### config.mk
export PLATFORM = sky130hd
export DESIGN_NAME = bdd_walk_ctrl
export DESIGN_NICKNAME = d
export VERILOG_FILES = /design/src/rtl/bdd_walk_ctrl.sv
export SDC_FILE = /design/constraint.sdc
export NUM_CORES = 1
export LEC_CHECK = 0
export CAP_MARGIN = 20
export CORE_MARGIN = 2
export CORE_UTILIZATION = 51
export CTS_CLUSTER_DIAMETER = 80
export CTS_CLUSTER_SIZE = 20
export DETAILED_ROUTE_END_ITERATION = 10
export PLACE_DENSITY = 0.8
export SYNTH_ARGS = -nofsm -noshare
export SYNTH_HDL_FRONTEND = slang
export SYNTH_SLANG_ARGS = --single-unit
### constraint.sdc
create_clock -name clk -period 9.5 [get_ports clk]
set_input_delay 0.95 -clock clk [delete_from_list [all_inputs] [get_ports clk]]
set_output_delay 0.95 -clock clk [all_outputs]
set_load 0.02 [all_outputs]
### src/rtl/bdd_walk_ctrl.sv
// Walk sequencer for the BDD classifier: arbitrates host table loads against queries and
// steps node/edge RAM reads from the root to a leaf, one query in flight.
module bdd_walk_ctrl #(
    parameter int unsigned RAM1_DATA_WIDTH = 34,
    parameter int unsigned RAM2_DATA_WIDTH = 18,
    parameter int unsigned ADDR_WIDTH      = 4,
    parameter int unsigned ROOT            = 0,
    parameter int unsigned MAX_HOPS        = 16
) (
    input  logic                       clk,
    input  logic                       rst,
    input  logic                       we1,
    input  logic                       we2,
    input  logic [ADDR_WIDTH-1:0]      in_addr,
    input  logic [RAM1_DATA_WIDTH-1:0] ram1_data_in,
    input  logic [RAM2_DATA_WIDTH-1:0] ram2_data_in,
    output logic                       ld_ready,
    output logic                       ld_drop,
    input  logic                       q_valid,
    input  logic [23:0]                q_attr,
    output logic                       q_ready,
    output logic                       r_valid,
    input  logic                       r_ready,
    output logic [7:0]                 r_class,
    output logic                       r_err,
    output logic [ADDR_WIDTH-1:0]      ram_addr,
    output logic                       ram1_we,
    output logic                       ram2_we,
    output logic [RAM1_DATA_WIDTH-1:0] ram1_wdata,
    output logic [RAM2_DATA_WIDTH-1:0] ram2_wdata,
    input  logic [RAM1_DATA_WIDTH-1:0] ram1_rdata,
    input  logic [RAM2_DATA_WIDTH-1:0] ram2_rdata
);

    typedef enum logic [1:0] {StIdle, StWait, StEval, StDone} state_e;

    state_e                state;
    logic [ADDR_WIDTH-1:0] addr_q;
    logic [7:0]            hop;
    logic [23:0]           attr;

    logic        idle;
    logic        host_wr;
    logic [15:0] prod0, prod1, prod2;
    logic [17:0] dot;
    logic        taken;
    logic [8:0]  br;
    logic        addr_ovf;
    logic        hop_last;

    assign idle    = (state == StIdle);
    assign host_wr = we1 | we2;

    assign ld_ready   = idle;
    assign q_ready    = idle & ~host_wr;
    assign ram1_we    = idle & we1;
    assign ram2_we    = idle & we2;
    // Host writes steal the shared address only while idle; otherwise the walk owns it.
    assign ram_addr   = (idle && host_wr) ? in_addr : addr_q;
    assign ram1_wdata = ram1_data_in;
    assign ram2_wdata = ram2_data_in;
    assign r_valid    = (state == StDone);

    assign prod0 = 16'(ram1_rdata[33:26]) * 16'(attr[23:16]);
    assign prod1 = 16'(ram1_rdata[25:18]) * 16'(attr[15:8]);
    assign prod2 = 16'(ram1_rdata[17:10]) * 16'(attr[7:0]);
    assign dot   = 18'(prod0) + 18'(prod1) + 18'(prod2);
    assign taken = (dot >= {8'b0, ram1_rdata[9:0]});
    assign br    = taken ? ram2_rdata[17:9] : ram2_rdata[8:0];

    assign addr_ovf = ((br[7:0] >> ADDR_WIDTH) != 8'd0);
    assign hop_last = ((9'(hop) + 9'd1) == 9'(MAX_HOPS));

    always_ff @(posedge clk or negedge rst) begin
        if (!rst) begin
            state   <= StIdle;
            addr_q  <= '0;
            hop     <= '0;
            attr    <= '0;
            r_class <= '0;
            r_err   <= 1'b0;
            ld_drop <= 1'b0;
        end else begin
            if (!idle && host_wr) begin
                ld_drop <= 1'b1;
            end
            case (state)
                StIdle: begin
                    if (q_valid && q_ready) begin
                        attr   <= q_attr;
                        addr_q <= ADDR_WIDTH'(ROOT);
                        hop    <= '0;
                        state  <= StWait;
                    end
                end
                StWait: state <= StEval;
                StEval: begin
                    if (br[8]) begin
                        r_class <= br[7:0];
                        r_err   <= 1'b0;
                        state   <= StDone;
                    end else if (addr_ovf || hop_last) begin
                        r_class <= 8'hFF;
                        r_err   <= 1'b1;
                        state   <= StDone;
                    end else begin
                        addr_q <= br[ADDR_WIDTH-1:0];
                        hop    <= hop + 8'd1;
                        state  <= StWait;
                    end
                end
                StDone: begin
                    if (r_ready) begin
                        state <= StIdle;
                    end
                end
                default: state <= StIdle;
            endcase
        end
    end

endmodule
==> reports/metrics.yaml <==
wl_mm: 20.8
critPathKind: "in -> reg"
drtIter0Drc: 332
reg2reg_from: "attr[16]$_DFFE_PN0P_"
end_kind: "register"
placed_cells: 1309
synth_edf_count: 0
cp_data_arrival_time_ns: 9.34
vias: 7022
worstPathRequired_ns: 9.72
cts_buffer_depth: 2
die-area_sq_um: 20200
crit_slowest_cell: "clkdlybuf4s50_1"
setup_viol_count_final: 0
cpLargestDelayFamily: "adder cells"
wl_per_cell_um: 15.8
rrSetupSlack_ns: 1.11
synth_cell_types: 57
setup.worst_path.start_class: "input pin"
gp_congestion: 0.849
drc: 0
syn_area_per_cell_sq_um: 9.49
grt_pass1_wl_mm: 35.6
start_util: 0.519
grt_pass1_vias: 7497
nets: 1491
cts.clk_slew.worst_paths_ns: 0.07
antenna_found_initial: 0
skew_ns: 0.0118
hold_end: "ld_drop$_DFFE_PN0P_"
maxCapViolations: 0
antenna_cells: 0
cts-root-buf: "clkbuf_16"
seq_area_frac_synth: 0.124
cts.sinks: 48
path_max_fanout: 15
die_h_um: 142
ys_seq_elements: 48
slew_headroom: 0.548
tightest_slew_ns: 0.677
min_period_ns: 9.12
syn-num-nets: 1433
via_per_inst: 5.33
critical_path.most_common_cell: "fa_1"
antenna_left: 0
synth_ff_type: "dfrtp_1"
period_share: 0.959
status: "finished, final reports clean"
syn_to_final_growth_pct: 12.1
syn-instance-count: 1024
rsz0062_at_grt: "no"
place_hpwl_mm: 17.8
fmax_mhz: 110
fin_cells: 1317
die_w_um: 142
clk_latency_ns: 0.31
synthesis.area_sq_um: 9710
nFillCells: 1586
coreArea_sq_um: 18700
hp-start: "ld_drop$_DFFE_PN0P_"
hold_violations: 0
portBuffers: 104
dr.pass1.iters: 4
synthArstFlopShare: 1.00
grt_max_degree: 49
ys_warn_count: 0
slowest_delay_ns: 0.65
layout-drive-gt1-share: 0.0554
whs_path_depth: 1
grt_usage: 0.224
num_io_pins: 209
grt_overflow: 0
numCtsBuffers: 5
num_rows: 50
h-tree-depth: 2
cts_tree: "built"
cts_setup_buffers: 0
r2r_end: "r_class[3]$_DFFE_PN0P_"
reg2reg_depth: 27
slew_violations: 0
critPathBufInv: 8
hold_class: "reg -> reg"
[logic make-up (layout without fill, tap and decap cells)]
| family | count (synthesis) | in the layout | synth area share |
|---|---|---|---|
| xor+xnor | 11 | 11 | 0.00992 |
| simple gates | 260 | 260 | 0.145 |
| fa+ha+maj | 271 | 271 | 0.473 |
| mux | 40 | 40 | 0.0453 |
| buf+inv | 319 | 378 | 0.145 |
| flops | 48 | 48 | 0.124 |
| compound gates | 75 | 75 | 0.0580 |
[stage by stage]
step                hold WS (ns)  setup WS, ns  utilization  setup TNS [ns]  instance area [sq um]
finish                     0.480         0.385        0.582               0                  10900
global route               0.505        0.0111        0.582               0                  10900
CTS                        0.489         0.320        0.582               0                  10900
detailed placement         0.462      -0.00135        0.571        -0.00135                  10700
global placement           0.468         0.238        0.571               0                  10700
floorplan                  0.451          1.12            -               0                   9710
[cell usage after synthesis (all sizes together), types with 4 or more instances]
master     n  area (sq um)
nor3       5          25.0
o21ai     11          55.1
a31oi      5          31.3
a2bb2oi    9          78.8
nand2b     4          25.0
a21o       8          60.1
mux2      29           330
a21oi     12          60.1
nor2       9          33.8
dfrtp     48          1200
o2bb2ai    4          35.0
and3       4          25.0
nand3      6          30.0
inv      252           946
mux2i     11           110
and2     130           813
clkbuf    12          45.0
xnor2      8          70.1
ha       110          1380
nand2     85           319
fa       161          3220
buf       55           418
[worst max-delay path by stage]
stage,cells after the start,slack (ns),endpoint,start
CTS,29,0.32,r_class[3]$_DFFE_PN0P_,ram1_rdata[30]
global route,29,0.01,r_class[6]$_DFFE_PN0P_,ram1_rdata[28]
floorplan,27,1.12,hop[0]$_DFFE_PN0P_,ram1_rdata[32]
global placement,28,0.24,r_class[3]$_DFFE_PN0P_,ram1_rdata[30]
detailed placement,28,-0.001,r_class[0]$_DFFE_PN0P_,ram1_rdata[31]
finish,29,0.38,r_class[3]$_DFFE_PN0P_,ram1_rdata[29]
[per-layer routing]
metal  vias to the layer above  track usage  wire length (um)
li1                       3208            -                 -
met1                      3523        0.283              8300
met2                       245        0.388             10500
met3                        46       0.0400              1370
met4                         0       0.0816               672
met5                         -            0                 0
[timing repair]
item,4_1_cts,5_1_grt
resized for setup,0,4
hold buffers,0,0
setup endpoints to repair,0,13
[final cells by class]
cell class	instances	area (sq um)	area share
clock buffers	5	125	0.0115
clock inverters	3	68.8	0.00632
inverters	252	946	0.0869
multi-input cells	657	7110	0.653
flip-flops and latches	48	1200	0.110
well taps	234	293	0.0269
repair buffers	118	1150	0.105
[cells in the final DEF (no fill, tap or decap), drive strengths merged, types with 3 or more instances in the layout]
cell type | synthesis | layout
nand3 | 6 | 6
buf | 55 | 15
a211oi | 3 | 3
a2bb2oi | 9 | 9
or4 | 3 | 3
ha | 110 | 110
nor2 | 9 | 9
nor3 | 5 | 5
o2bb2ai | 4 | 4
a31oi | 5 | 5
clkdlybuf4s50 | 0 | 101
inv | 252 | 253
nand2 | 85 | 85
xor2 | 3 | 3
xnor2 | 8 | 8
and3 | 4 | 4
nand2b | 4 | 4
a21oi | 12 | 12
o21ai | 11 | 11
fa | 161 | 161
dfrtp | 48 | 48
mux2 | 29 | 29
and2 | 130 | 130
mux2i | 11 | 11
nor4 | 3 | 3
clkbuf | 12 | 5
a21o | 8 | 8
[sequential cells by signal, indices dropped and copies added (netlist names)]
register and cells:
state 2, r_class 8, r_err 1, addr_q 4, hop 8, ld_drop 1
attr 24
Power is left out: the tool's default activity adds up to more than one toggle a clock period on the data nets, which glitch-free logic cannot reach.
